### src/rtl/shift_pkg.sv
// Shared types for the 8-op shift register and its command sequencer.
//   OP_t        : register operation select (the S bus encoding)
//   seq_state_t : sequencer FSM states
//   SHIFT_W_DEF : default register width
package shift_pkg;

  localparam int unsigned SHIFT_W_DEF = 8;

  typedef enum logic [2:0] {
    NOP    = 3'd0,
    IILOAD = 3'd1,
    LSR    = 3'd2,
    LSL    = 3'd3,
    RR     = 3'd4,
    RL     = 3'd5,
    ASR    = 3'd6,
    ASL    = 3'd7
  } OP_t;

  typedef enum logic [1:0] {
    ST_IDLE  = 2'd0,
    ST_LOAD  = 2'd1,
    ST_SHIFT = 2'd2,
    ST_DONE  = 2'd3
  } seq_state_t;

endpackage

### src/rtl/shift_seq_ctrl.sv
// Command sequencer for the 8-op shift register. Takes one command per
// valid/ready handshake, loads the register, shifts it cmd_count times and
// returns the final register value with a one-cycle done pulse.
// Ports:
//   clk, clear          : clock; async active-low reset (shared with register)
//   cmd_valid/cmd_ready : command handshake, ready only in IDLE
//   cmd_op/data/count/fill : operation, load value, shift count, serial-in bit
//   S, D, MSBin, LSBin  : register controls (all registered)
//   sr_q                : register Q readback
//   busy                : FSM not idle
//   done, result        : completion pulse and captured sr_q
module shift_seq_ctrl
  import shift_pkg::*;
#(
  parameter int unsigned N  = SHIFT_W_DEF,
  parameter int unsigned CW = $clog2(N) + 1
) (
  input  logic          clk,
  input  logic          clear,
  input  logic          cmd_valid,
  output logic          cmd_ready,
  input  OP_t           cmd_op,
  input  logic [N-1:0]  cmd_data,
  input  logic [CW-1:0] cmd_count,
  input  logic          cmd_fill,
  output OP_t           S,
  output logic [N-1:0]  D,
  output logic          MSBin,
  output logic          LSBin,
  input  logic [N-1:0]  sr_q,
  output logic          busy,
  output logic          done,
  output logic [N-1:0]  result
);

  seq_state_t    state_q;
  OP_t           op_q;
  logic [CW-1:0] cnt_q;
  logic [CW-1:0] rem_q;
  logic          fill_q;
  OP_t           s_q;
  logic [N-1:0]  d_q;
  logic          msb_q;
  logic          lsb_q;
  logic          done_q;
  logic [N-1:0]  result_q;
  logic          accept;

  assign cmd_ready = (state_q == ST_IDLE);
  assign busy      = (state_q != ST_IDLE);
  assign accept    = cmd_valid && cmd_ready;

  always_ff @(posedge clk or negedge clear) begin
    if (!clear) begin
      state_q  <= ST_IDLE;
      op_q     <= NOP;
      cnt_q    <= '0;
      rem_q    <= '0;
      fill_q   <= 1'b0;
      s_q      <= NOP;
      d_q      <= '0;
      msb_q    <= 1'b0;
      lsb_q    <= 1'b0;
      done_q   <= 1'b0;
      result_q <= '0;
    end else begin
      done_q <= 1'b0;
      unique case (state_q)
        ST_IDLE: begin
          if (accept) begin
            op_q   <= cmd_op;
            cnt_q  <= cmd_count;
            fill_q <= cmd_fill;
            if (cmd_op == NOP) begin
              // NOP never touches the register; just report its current Q.
              state_q <= ST_DONE;
              s_q     <= NOP;
            end else begin
              state_q <= ST_LOAD;
              s_q     <= IILOAD;
              d_q     <= cmd_data;
            end
          end else begin
            s_q <= NOP;
          end
        end
        ST_LOAD: begin
          // The register takes D on this edge; shifting starts on the next.
          if (op_q == IILOAD || cnt_q == '0) begin
            state_q <= ST_DONE;
            s_q     <= NOP;
          end else begin
            state_q <= ST_SHIFT;
            s_q     <= op_q;
            rem_q   <= cnt_q;
            msb_q   <= (op_q == LSR) && fill_q;
            lsb_q   <= (op_q == LSL) && fill_q;
          end
        end
        ST_SHIFT: begin
          rem_q <= rem_q - CW'(1);
          // Last shift happens on this edge; drop controls so the register holds.
          if (rem_q == CW'(1)) begin
            state_q <= ST_DONE;
            s_q     <= NOP;
            msb_q   <= 1'b0;
            lsb_q   <= 1'b0;
          end
        end
        ST_DONE: begin
          state_q  <= ST_IDLE;
          done_q   <= 1'b1;
          result_q <= sr_q;
        end
        default: begin
          state_q <= ST_IDLE;
          s_q     <= NOP;
        end
      endcase
    end
  end

  assign S      = s_q;
  assign D      = d_q;
  assign MSBin  = msb_q;
  assign LSBin  = lsb_q;
  assign done   = done_q;
  assign result = result_q;

endmodule

### config.mk
export PLATFORM = sky130hd
export DESIGN_NAME = shift_seq_ctrl
export DESIGN_NICKNAME = d
export VERILOG_FILES = /design/src/rtl/shift_pkg.sv /design/src/rtl/shift_seq_ctrl.sv
export SDC_FILE = /design/constraint.sdc
export NUM_CORES = 1
export LEC_CHECK = 0
export CORE_ASPECT_RATIO = 2
export CORE_MARGIN = 2
export CORE_UTILIZATION = 45
export DETAILED_ROUTE_END_ITERATION = 10
export MAX_ROUTING_LAYER = met4
export PLACE_DENSITY = 0.77
export SYNTH_ARGS = -nofsm -noshare
export SYNTH_HDL_FRONTEND = slang
export SYNTH_SLANG_ARGS = --single-unit
### constraint.sdc
create_clock -name clk -period 2.3 [get_ports clk]
set_clock_uncertainty 0.15 [all_clocks]
set_input_delay 0.69 -clock clk [delete_from_list [all_inputs] [get_ports clk]]
set_output_delay 0.69 -clock clk [all_outputs]
set_load 0.05 [all_outputs]
# Word-level counts from Yosys, hierarchy flattened
# Index checks and enable logic that the tools add are counted.
# op_classes
mux	18
n_reduce_logical	16
add_sub_neg	1
n_bitwise	1
eq_ne	10
# ops
op	count
$mux W3	3
$pmux W3 S3	1
$pmux W2 S4	1
$pmux W4 S2	1
$reduce_and A2 Y1	4
$eq A3 B2 Y1 const B	2
$mux W1	6
$mux W2	3
$reduce_and A3 Y1	2
$eq A2 B2 Y1 const B	2
$eq A4 B1 Y1 const B	1
$logic_not A4 Y1	1
$mux W4	1
$ne A2 B2 Y1 const B	2
$pmux W1 S2	2
$reduce_bool A2 Y1	2
$sub A4 B1 Y4 const B	1
$eq A3 B1 Y1 const B	1
$logic_and A1 B1 Y1	3
$logic_not A3 Y1	1
$reduce_bool A3 Y1	1
$eq A2 B1 Y1 const B	1
$logic_not A2 Y1	1
$ne A2 B1 Y1 const B	1
2 further kinds	2
# word_totals
ff_bits	36
wordCells	57

# Depth between registers and ports, before layout
# Gate-level depths: netlist of the first run.
# logic_depth
depth_word	4
depth_mapped	7
ltp_nobuf	6

# Worst setup path before layout of the first run
# No wires, ideal clock.
# synth_timing
kind	register -> register
startpoint	reg state_q[0]
endpoint	reg d_q[0] (netlist: D[0])
arrival_ps	2075
slack_ps	-52
period_less_slack_ps	2352
required_ps	2022
setup_time_ps	128
stages_incl_launch_ff	7
cell_sequence	dfrtp_1 > inv_1 > ha_1 > nand2_1 > or2_1 > buf_2 > mux2_1
# synth_via
elab_chain_len	3
# synth_lines
item	line_no	text
start: declaration	shift_seq_ctrl.sv:36	seq_state_t state_q;
start signal: assignment	shift_seq_ctrl.sv:55	state_q <= ST_IDLE;
start signal: assignment	shift_seq_ctrl.sv:76	state_q <= ST_DONE;
start signal: assignment	shift_seq_ctrl.sv:79	state_q <= ST_LOAD;
$logic_not A2 Y1 *	shift_seq_ctrl.sv:49	assign cmd_ready = (state_q == ST_IDLE);
named net cmd_ready	shift_seq_ctrl.sv:21	output logic cmd_ready,
$logic_and A1 B1 Y1	shift_seq_ctrl.sv:51	assign accept = cmd_valid && cmd_ready;
$reduce_and A3 Y1 (no line) *	n/a	
end signal: assignment	shift_seq_ctrl.sv:81	d_q <= cmd_data;
end: declaration	shift_seq_ctrl.sv:42	logic [N-1:0] d_q;
# Mark *: on every way through the listed nets, which the timed path passes. The rest lies on a longest branch.
# A chain may end at the register's enable or synchronous reset.

# Worst setup path in the final report of the first run
# layout_timing
startpoint	reg done_q (netlist: done)
endpoint	out done
# layout_lines
item	line_no	text
start: declaration	shift_seq_ctrl.sv:45	logic done_q;
start signal: assignment	shift_seq_ctrl.sv:64	done_q <= 1'b0;
start signal: assignment	shift_seq_ctrl.sv:67	done_q <= 1'b0;
start signal: assignment	shift_seq_ctrl.sv:112	done_q <= 1'b1;
end: declaration	shift_seq_ctrl.sv:32	output logic done,
# No word-level cell between the ends.

==> flow_summary.json, run 1 <==
{
  "status": "completed",
  "track_usage_pct": 20.31,
  "synthesized_instance_count": 134,
  "crit_family": "buffers and inverters",
  "postCtsSetupRepairBufs": 0,
  "reg2reg_depth": 6,
  "globalRouteOverflowTotal": 0,
  "post_dp_cell_area_um2": 2231,
  "clock_path_buffers": 2,
  "crit_type": "reg2out",
  "synth_area_um2": 1669,
  "drt_drc_violations_left": 0,
  "critPathMaxFanout": 1,
  "fin_cells": 242,
  "finish.net_count": 226,
  "cp.arrival_ns": 1.40,
  "worst_skew_pair.late_latency_ns": 0.28,
  "holdPathStages": 1,
  "vias_in_the_first_global_route": 1380,
  "top_signal_layer_used": "met4",
  "max-slew-margin-rel_pct": 67.46,
  "max_clock_freq_ghz": 0.4457,
  "dpl.hpwl_um": 2790,
  "setup.worst_path.start_class": "flop",
  "slowest_delay_ns": 0.79,
  "vias_per_cell": 5.169,
  "place_congestion": 0.7774,
  "mappedNetlistNets": 168,
  "worst_setup_hold_path_clk_slew_ns": 0.07,
  "synth.distinct_cells": 33,
  "synth_async_sr_flop_share_pct": 100.0,
  "num_vias": 1251,
  "whs_endpoint": "D[4]",
  "critical_path.n_buffers_inverters": 1,
  "yosysWarnings": 0,
  "antenna_found_initial": 0,
  "register_area_share_after_synthesis_pct": 53.97,
  "drt_first_iter_violations": 17,
  "worstPathCellList": "clkdlybuf4s50_1",
  "cts_hold_buffers": 0,
  "wl_met3_um": 149,
  "cts.sink_count": 36,
  "slew_violations": 0,
  "critical_path_required_ns": 1.46,
  "cp-end-kind": "output pin",
  "drv_cap": 0,
  "ctsRootBufferMaster": "sky130_fd_sc_hd__clkbuf_8",
  "cp_slowest_cell": "sky130_fd_sc_hd__clkdlybuf4s50_1",
  "wl_met2_um": 2000,
  "buffer_ports.inserted": 50,
  "ys_ff_latch": 36,
  "reg2reg_setup_slack_ns": 0.18,
  "final-hold-violation-count": 0,
  "post_drt_wl_per_cell_um": 14.55,
  "grt_first_pass_wirelength_um": 6237,
  "totalWireLength_um": 3521,
  "area.growth.synth_to_final_pct": 40.33,
  "post_cts_resize_count": 0,
  "die_height_um": 90.13,
  "start_util_pct": 46.77,
  "synth_top_flop_cell": "sky130_fd_sc_hd__dfrtp_1",
  "fp.coreArea_um2": 3568,
  "fin_crit_sh_pct": 97.55,
  "die_x_um": 47.07,
  "worst_r2r_startpoint": "state_q[1]",
  "m1WireLength_um": 1278,
  "floorplan.die_area_um2": 4242,
  "syn_area_per_cell_um2": 12.46,
  "post_route_cells_drive_above_1_share_pct": 29.53,
  "worst_hold_startpoint": "D[4]",
  "design_area_um2": 2342,
  "cts_htree_levels": 2,
  "cell_total_after_placement": 234,
  "timing.setup.tns_ns": 0,
  "layout_min_cycle_time_ns": 2.244,
  "number_of_buffers_created_by_cts": 5,
  "synth_enable_flop_cells": 0,
  "regToRegEndpoint": "MSBin",
  "n_antenna_cell": 0,
  "largest_net_degree_at_the_start_of_global_routing": 37,
  "setup_viol": 0,
  "placement_rows": 31,
  "rsz0062_at_grt": "false",
  "top_level_ports": 51,
  "cts_tree": "done",
  "firstDrtPassIters": 4,
  "detail-route-antenna-nets": 0,
  "worst_slew_pin_slew_ns": 0.4865,
  "hold_path_class": "reg2reg"
}
## layer usage
layer,vias to the layer above,GRT usage [%]
met5,-,-
met4,0,8.565
met3,9,4.217
met2,35,33.11
met1,609,22.81
li1,598,-
## state kept, by name (all words and copies together) (netlist names)
| signal | count |
|---|---|
| cnt_q | 4 |
| LSBin | 1 |
| S | 3 |
| op_q | 3 |
| state_q | 2 |
| result | 8 |
| fill_q | 1 |
| MSBin | 1 |
| rem_q | 4 |
| done | 1 |
| D | 8 |
## cells by family (layout without fill, tap and decap cells)
group	Yosys count	after routing	share of synthesized area [%]
buffers and inverters	14	73	3.223
adders and majority gates	7	7	5.247
AOI/OAI and AO/OA	20	20	8.995
and+or+nand+nor	30	30	10.50
muxes	27	27	18.07
DFF	36	36	53.97
## metrics by stage
stage | util (%) | hold WS (ns) | worst slack (ns)
after global placement | 62.52 | 0.3279 | 0.06078
after detailed placement | 62.52 | 0.3357 | 0.002037
after CTS | 65.64 | 0.3524 | 0.04113
after floorplan | - | 0.2444 | 0.1607
after global routing | 65.64 | 0.3751 | 0.01048
final | 65.64 | 0.3487 | 0.05629
## worst max path at each step
| stage | slack [ns] | startpoint | end | cells past startpoint |
|---|---|---|---|---|
| finish | 0.06 | done | done | 1 |
| global placement | 0.06 | cmd_valid | D[2] | 5 |
| CTS | 0.04 | done | done | 1 |
| floorplan | 0.16 | state_q[0] | D[0] | 6 |
| detailed placement | 0.002 | cmd_op[0] | D[3] | 5 |
| global route | 0.01 | done | done | 1 |
## synth_stat cells (all sizes together) (2+ instances only)
cell    number  area share (%)
mux2        25              17
nor3         2            0.60
a21oi        3            0.90
a31oi        2            0.75
nand3        5             1.5
nor2         5             1.1
nor3b        2            0.90
ha           7             5.2
dfrtp       36              54
o21ai        7             2.1
clkbuf       2            0.45
inv         11             2.5
o211ai       4             2.6
nand2        6             1.5
nor4         2            0.75
mux2i        2             1.2
## final cells by class
type,count,area (µm²)
sequential,36,900.9
fill,285,1226
inverter,11,41.29
clock inverter,3,42.54
clock buffer,5,68.82
multi-input combinational,84,716.9
tap,49,61.31
timing repair buffer,54,510.5
## placed cells by master, fill, tap and decap left out, types with 2 or more instances in the layout
| master | Yosys | layout |
|---|---|---|
| sky130_fd_sc_hd__clkdlybuf4s50_1 | 0 | 27 |
| sky130_fd_sc_hd__o211ai_1 | 3 | 3 |
| sky130_fd_sc_hd__nor2_1 | 5 | 5 |
| sky130_fd_sc_hd__mux2i_1 | 2 | 2 |
| sky130_fd_sc_hd__buf_12 | 0 | 3 |
| sky130_fd_sc_hd__nor4_1 | 2 | 2 |
| sky130_fd_sc_hd__o21ai_0 | 5 | 5 |
| sky130_fd_sc_hd__nor3_1 | 2 | 2 |
| sky130_fd_sc_hd__inv_1 | 11 | 11 |
| sky130_fd_sc_hd__clkbuf_8 | 0 | 5 |
| sky130_fd_sc_hd__buf_4 | 0 | 24 |
| sky130_fd_sc_hd__o21ai_1 | 2 | 2 |
| sky130_fd_sc_hd__nand3_1 | 5 | 5 |
| sky130_fd_sc_hd__mux2_2 | 16 | 16 |
| sky130_fd_sc_hd__a21oi_1 | 3 | 3 |
| sky130_fd_sc_hd__mux2_1 | 9 | 9 |
| sky130_fd_sc_hd__dfrtp_1 | 36 | 36 |
| sky130_fd_sc_hd__ha_1 | 7 | 6 |
| sky130_fd_sc_hd__nor3b_1 | 2 | 2 |
| sky130_fd_sc_hd__nand2_1 | 5 | 5 |
| sky130_fd_sc_hd__a31oi_1 | 2 | 2 |
Power of run 1 is not shown: default switching activity piles up to over one toggle a cycle in this logic, so the estimate is an artifact.
==> run 2: changes to the inputs <==
==> constraint.sdc (replaced) <==
create_clock -name clk -period 2.3 [get_ports clk]
set_clock_uncertainty 0.15 [all_clocks]
set_input_delay 0.345 -clock clk [delete_from_list [all_inputs] [get_ports clk]]
set_output_delay 0.345 -clock clk [all_outputs]
set_load 0.05 [all_outputs]
==> run 2 against run 1 <==
Effect of this change:
- non-clock buffer count is 2 lower
- setup slack better by 0.14 ns
- maximum frequency is 6.4% higher
- via count is 0.72% higher
- die area stayed put
- hold slack worse by 0.034 ns
- cell count is 0.83% lower
- register-to-register slack hardly changed
- critical path depth is 5 higher
- core utilization is 1.3 points higher
==> flow_summary.json, run 2 (synthesized netlist as in run 1, its figures left out) <==
{
  "cell_total_after_placement": 232,
  "hold_path_class": "in2async",
  "worst_r2r_startpoint": "state_q[1]",
  "drt_drc_violations_left": 0,
  "regToRegEndpoint": "MSBin",
  "track_usage_pct": 21.96,
  "vdd.ir_drop.worst_uv": 1441,
  "place_congestion": 0.8234,
  "cts_tree": "done",
  "timing.setup.tns_ns": 0,
  "reg2reg_setup_slack_ns": 0.19,
  "post_route_cells_drive_above_1_share_pct": 17.80,
  "die_x_um": 47.07,
  "vias_per_cell": 5.250,
  "global_route.usage.met1_pct": 22.03,
  "most_heavily_used_metal_layer_in_global_routing": "met2",
  "slew_violations": 0,
  "max_clock_freq_ghz": 0.4744,
  "power_leakage_uw": 0.001011,
  "vias_in_the_first_global_route": 1422,
  "cts.sink_count": 36,
  "num_vias": 1260,
  "gr-usage-met3_pct": 4.016,
  "multi_input_combinational_cell_area_um2": 716.9,
  "crit_type": "reg2reg",
  "register_area_um2": 900.9,
  "num-fill-cells": 296,
  "buffer_ports.inserted": 50,
  "critical_path_required_ns": 2.32,
  "totalWireLength_um": 3901,
  "fin_cells": 240,
  "start_util_pct": 46.77,
  "globalRouteOverflowTotal": 0,
  "drt_first_iter_violations": 22,
  "reg2reg_depth": 6,
  "postCtsSetupRepairBufs": 0,
  "clock_path_buffers": 2,
  "die_height_um": 90.13,
  "layout_min_cycle_time_ns": 2.108,
  "hold_slack_ns": 0.3149,
  "top_level_ports": 51,
  "status": "completed",
  "critPathMaxFanout": 6,
  "cts_hold_buffers": 0,
  "firstDrtPassIters": 3,
  "number_of_buffers_created_by_cts": 5,
  "antenna_found_initial": 0,
  "floorplan.die_area_um2": 4242,
  "layout.cells.most_common": "sky130_fd_sc_hd__clkdlybuf4s50_1",
  "cp.arrival_ns": 2.13,
  "worst_setup_hold_path_clk_slew_ns": 0.08,
  "worst_slew_pin_slew_ns": 0.5221,
  "final-hold-violation-count": 0,
  "n_antenna_cell": 0,
  "max-slew-margin-rel_pct": 65.09,
  "grt_first_pass_wirelength_um": 6479,
  "largest_net_degree_at_the_start_of_global_routing": 37,
  "setup.worst_path.start_class": "flop",
  "fin_crit_sh_pct": 91.65,
  "placement_rows": 31,
  "finish.net_count": 224,
  "rsz0062_at_grt": "false",
  "ctsRootBufferMaster": "sky130_fd_sc_hd__clkbuf_8",
  "detail-route-antenna-nets": 0,
  "fp.coreArea_um2": 3568,
  "cts_htree_levels": 2,
  "post_drt_wl_per_cell_um": 16.25,
  "post_cts_resize_count": 0,
  "groute.layer.met2.usage_pct": 36.99,
  "final_cell_mix": "48 x sky130_fd_sc_hd__clkdlybuf4s50_1, 36 x sky130_fd_sc_hd__dfrtp_1, 16 x sky130_fd_sc_hd__mux2_2",
  "dpl.hpwl_um": 2904,
  "cp-end-kind": "flop",
  "worst_skew_pair.late_latency_ns": 0.29,
  "area.growth.synth_to_final_pct": 43.18,
  "drv_cap": 0,
  "setup_viol": 0,
  "power_density_nw_per_um2": 1807
}
## run 2: cell types whose count changed in the layout (fill, tap and decap cells not counted), sizes merged
| cell | change |
|---|---|
| buf | -23 |
| bufinv | +2 |
| clkdlybuf4s50 | +21 |
| clkinv | -1 |
| clkinvlp | -1 |
## run 2: final cells by class
| type | instances | share of cell area, % |
|---|---|---|
| Clock buffer | 5 | 2.880 |
| Clock inverter | 3 | 3.770 |
| Inverter | 11 | 1.728 |
| Multi-Input combinational cell | 84 | 30.00 |
| Sequential cell | 36 | 37.70 |
| Tap cell | 49 | 2.565 |
| Timing Repair Buffer | 52 | 21.36 |
## run 2: metal layers
layer  part of all wire [%]  routed length (µm)
met3                    2.8                 109
met2                     58                2275
met1                     35                1351
met5                      0                   0
met4                    4.2                 165
## run 2: how the worst max path moves through the flow
stage | startpoint | endpoint | slack (ns) | cells past startpoint
final | state_q[1] | MSBin | 0.19 | 6
after detailed placement | cmd_op[1] | D[2] | 0.21 | 4
after CTS | state_q[1] | MSBin | 0.20 | 6
after global routing | state_q[1] | MSBin | 0.10 | 6
after global placement | state_q[1] | MSBin | 0.29 | 6
after floorplan | state_q[0] | D[0] | 0.16 | 6
## run 2: where the power goes
group / switching [µW] / total, µW / internal (µW)
clock: 227 / 770 / 542
combinational: 1420 / 2340 / 917
sequential: 251 / 1210 / 961
## run 2: per-stage QoR
stage               setup slack (ns)  total power [µW]  utilization, %  instance area [µm²]
finish                        0.1922              4319           66.97                 2390
global route                  0.1043              4558           66.97                 2390
CTS                           0.1971              4366           66.97                 2390
detailed placement            0.2080              3559           62.52                 2231
global placement              0.2867              3458           62.52                 2231
floorplan                     0.1607              2826               -                 1672
## run 2: worst max-delay path, cell delays in order (launching register included)
cell and delay, ns:
sky130_fd_sc_hd__dfrtp_1 0.44, sky130_fd_sc_hd__inv_1 0.13, sky130_fd_sc_hd__ha_1 0.19, sky130_fd_sc_hd__or4bb_4 0.50, sky130_fd_sc_hd__o211a_4 0.19, sky130_fd_sc_hd__nand2_2 0.08, sky130_fd_sc_hd__mux2_1 0.32
Power figures use the tool's default switching activity.
==> run 3: changes to the inputs <==
Clock period 2.3 ns to 2.6 ns, I/O delays scaled along.
==> run 3 against run 2 <==
Effect of this change:
- final area shrank 2.8%
- register-to-register slack better by 0.27 ns
- first-iteration DRC count increased by 45%
- critical path depth is 2 lower
- sequential share of layout area is 1.1 points higher
- clock-buffer cell count grew 3
- largest cell class unchanged
- non-clock buffer count unchanged
- sequential cell count did not move
- critical endpoint is now busy
- hold slack better by 0.027 ns
- die area did not move
==> flow_summary.json, run 3 (synthesized netlist as in run 1, its figures left out) <==
{
  "gr-usage-met3_pct": 4.217,
  "top_level_ports": 51,
  "n_antenna_cell": 0,
  "setup.worst_path.start_class": "flop",
  "area.growth.synth_to_final_pct": 39.21,
  "num_vias": 1235,
  "largest_net_degree_at_the_start_of_global_routing": 37,
  "reg2reg_depth": 6,
  "drt_first_iter_violations": 32,
  "critPathMaxFanout": 5,
  "ctsRootBufferMaster": "sky130_fd_sc_hd__clkbuf_8",
  "fp.coreArea_um2": 3568,
  "groute.layer.met2.usage_pct": 34.59,
  "worst_hold_startpoint": "D[7]",
  "max-slew-margin-rel_pct": 64.62,
  "reg2reg_setup_slack_ns": 0.46,
  "layout_min_cycle_time_ns": 2.427,
  "worst_skew_pair.late_latency_ns": 0.28,
  "drv_cap": 0,
  "post_route_cells_drive_above_1_share_pct": 15.18,
  "number_of_buffers_created_by_cts": 5,
  "fin_crit_sh_pct": 93.34,
  "timing.critical_path.to": "busy",
  "cts.sink_count": 36,
  "critical_path_required_ns": 2.06,
  "global_route.usage.met1_pct": 20.40,
  "floorplan.die_area_um2": 4242,
  "totalWireLength_um": 3636,
  "post_drt_wl_per_cell_um": 15.15,
  "cp-end-kind": "output pin",
  "buffer_ports.inserted": 50,
  "firstDrtPassIters": 4,
  "place_congestion": 0.8387,
  "placement_rows": 31,
  "track_usage_pct": 20.27,
  "post_cts_resize_count": 0,
  "timing.setup.tns_ns": 0,
  "antenna_found_initial": 0,
  "detail-route-antenna-nets": 0,
  "grt_first_pass_wirelength_um": 6016,
  "dpl.hpwl_um": 2817,
  "setup.worst_path.start": "state_q[0]",
  "worst_setup_hold_path_clk_slew_ns": 0.07,
  "crit_type": "reg2out",
  "vias_per_cell": 5.146,
  "status": "completed",
  "final-hold-violation-count": 0,
  "start_util_pct": 46.77,
  "postCtsSetupRepairBufs": 0,
  "final_cell_mix": "50 x sky130_fd_sc_hd__clkdlybuf4s50_1, 36 x sky130_fd_sc_hd__dfrtp_1, 16 x sky130_fd_sc_hd__mux2_2",
  "worst_r2r_startpoint": "state_q[1]",
  "most_heavily_used_metal_layer_in_global_routing": "met2",
  "vias_in_the_first_global_route": 1334,
  "cp.arrival_ns": 1.89,
  "rsz0062_at_grt": "false",
  "cts_hold_buffers": 0,
  "num-fill-cells": 306,
  "max_clock_freq_ghz": 0.4121,
  "drt_drc_violations_left": 0,
  "globalRouteOverflowTotal": 0,
  "worst_slew_pin_slew_ns": 0.5291,
  "cts_htree_levels": 2,
  "die_height_um": 90.13,
  "regToRegEndpoint": "MSBin",
  "cts_tree": "done",
  "die_x_um": 47.07,
  "slew_violations": 0,
  "clock_path_buffers": 2,
  "setup_viol": 0,
  "layout.cells.most_common": "sky130_fd_sc_hd__clkdlybuf4s50_1",
  "hold_path_class": "reg2reg",
  "finish.net_count": 224
}
==> run 3: critical path: stages, from the launching register on <==
cell and delay (ns):
sky130_fd_sc_hd__dfrtp_1 0.37, sky130_fd_sc_hd__inv_1 0.11, sky130_fd_sc_hd__ha_1 0.25, sky130_fd_sc_hd__inv_1 0.08
sky130_fd_sc_hd__clkdlybuf4s50_1 0.80
==> run 3: final cells by class <==
cell class                 instances  area [µm²]  area share [%]
multi-input combinational         84       714.4           30.75
inverter                          11       41.29           1.777
timing repair buffer              52       515.5           22.19
tap                               49       61.31           2.639
clock buffer                       8       90.09           3.877
sequential                        36       900.9           38.77
==> run 3: per-layer routing <==
layer | up-vias | part of all wire (%)
met2 | 38 | 58
met5 | - | 0
li1 | 583 | -
met4 | 0 | 2.1
met1 | 610 | 36
met3 | 4 | 3.9
==> run 3: worst min-delay path by stage <==
| stage | depth (start not counted) | to |
|---|---|---|
| after floorplan | 0 | D[0] |
| after global placement | 1 | D[1] |
| after detailed placement | 1 | D[7] |
| after CTS | 1 | D[7] |
| after global routing | 1 | D[0] |
| final | 1 | D[7] |
==> run 3: through the flow <==
| stage | instances | hold WS (ns) | worst slack [ns] | cell area (µm²) | utilization, % |
|---|---|---|---|---|---|
| finish | 240 | 0.3417 | 0.1733 | 2323 | 65.11 |
| detailed placement | 232 | 0.3320 | 0.4616 | 2233 | 62.59 |
| floorplan | 134 | -0.05559 | 0.2478 | 1669 | - |
| global route | 240 | 0.3717 | 0.05685 | 2323 | 65.11 |
| global placement | 232 | 0.3299 | 0.5320 | 2233 | 62.59 |
| CTS | 240 | 0.3457 | 0.1588 | 2323 | 65.11 |
Power of run 3 is left out for the same reason.
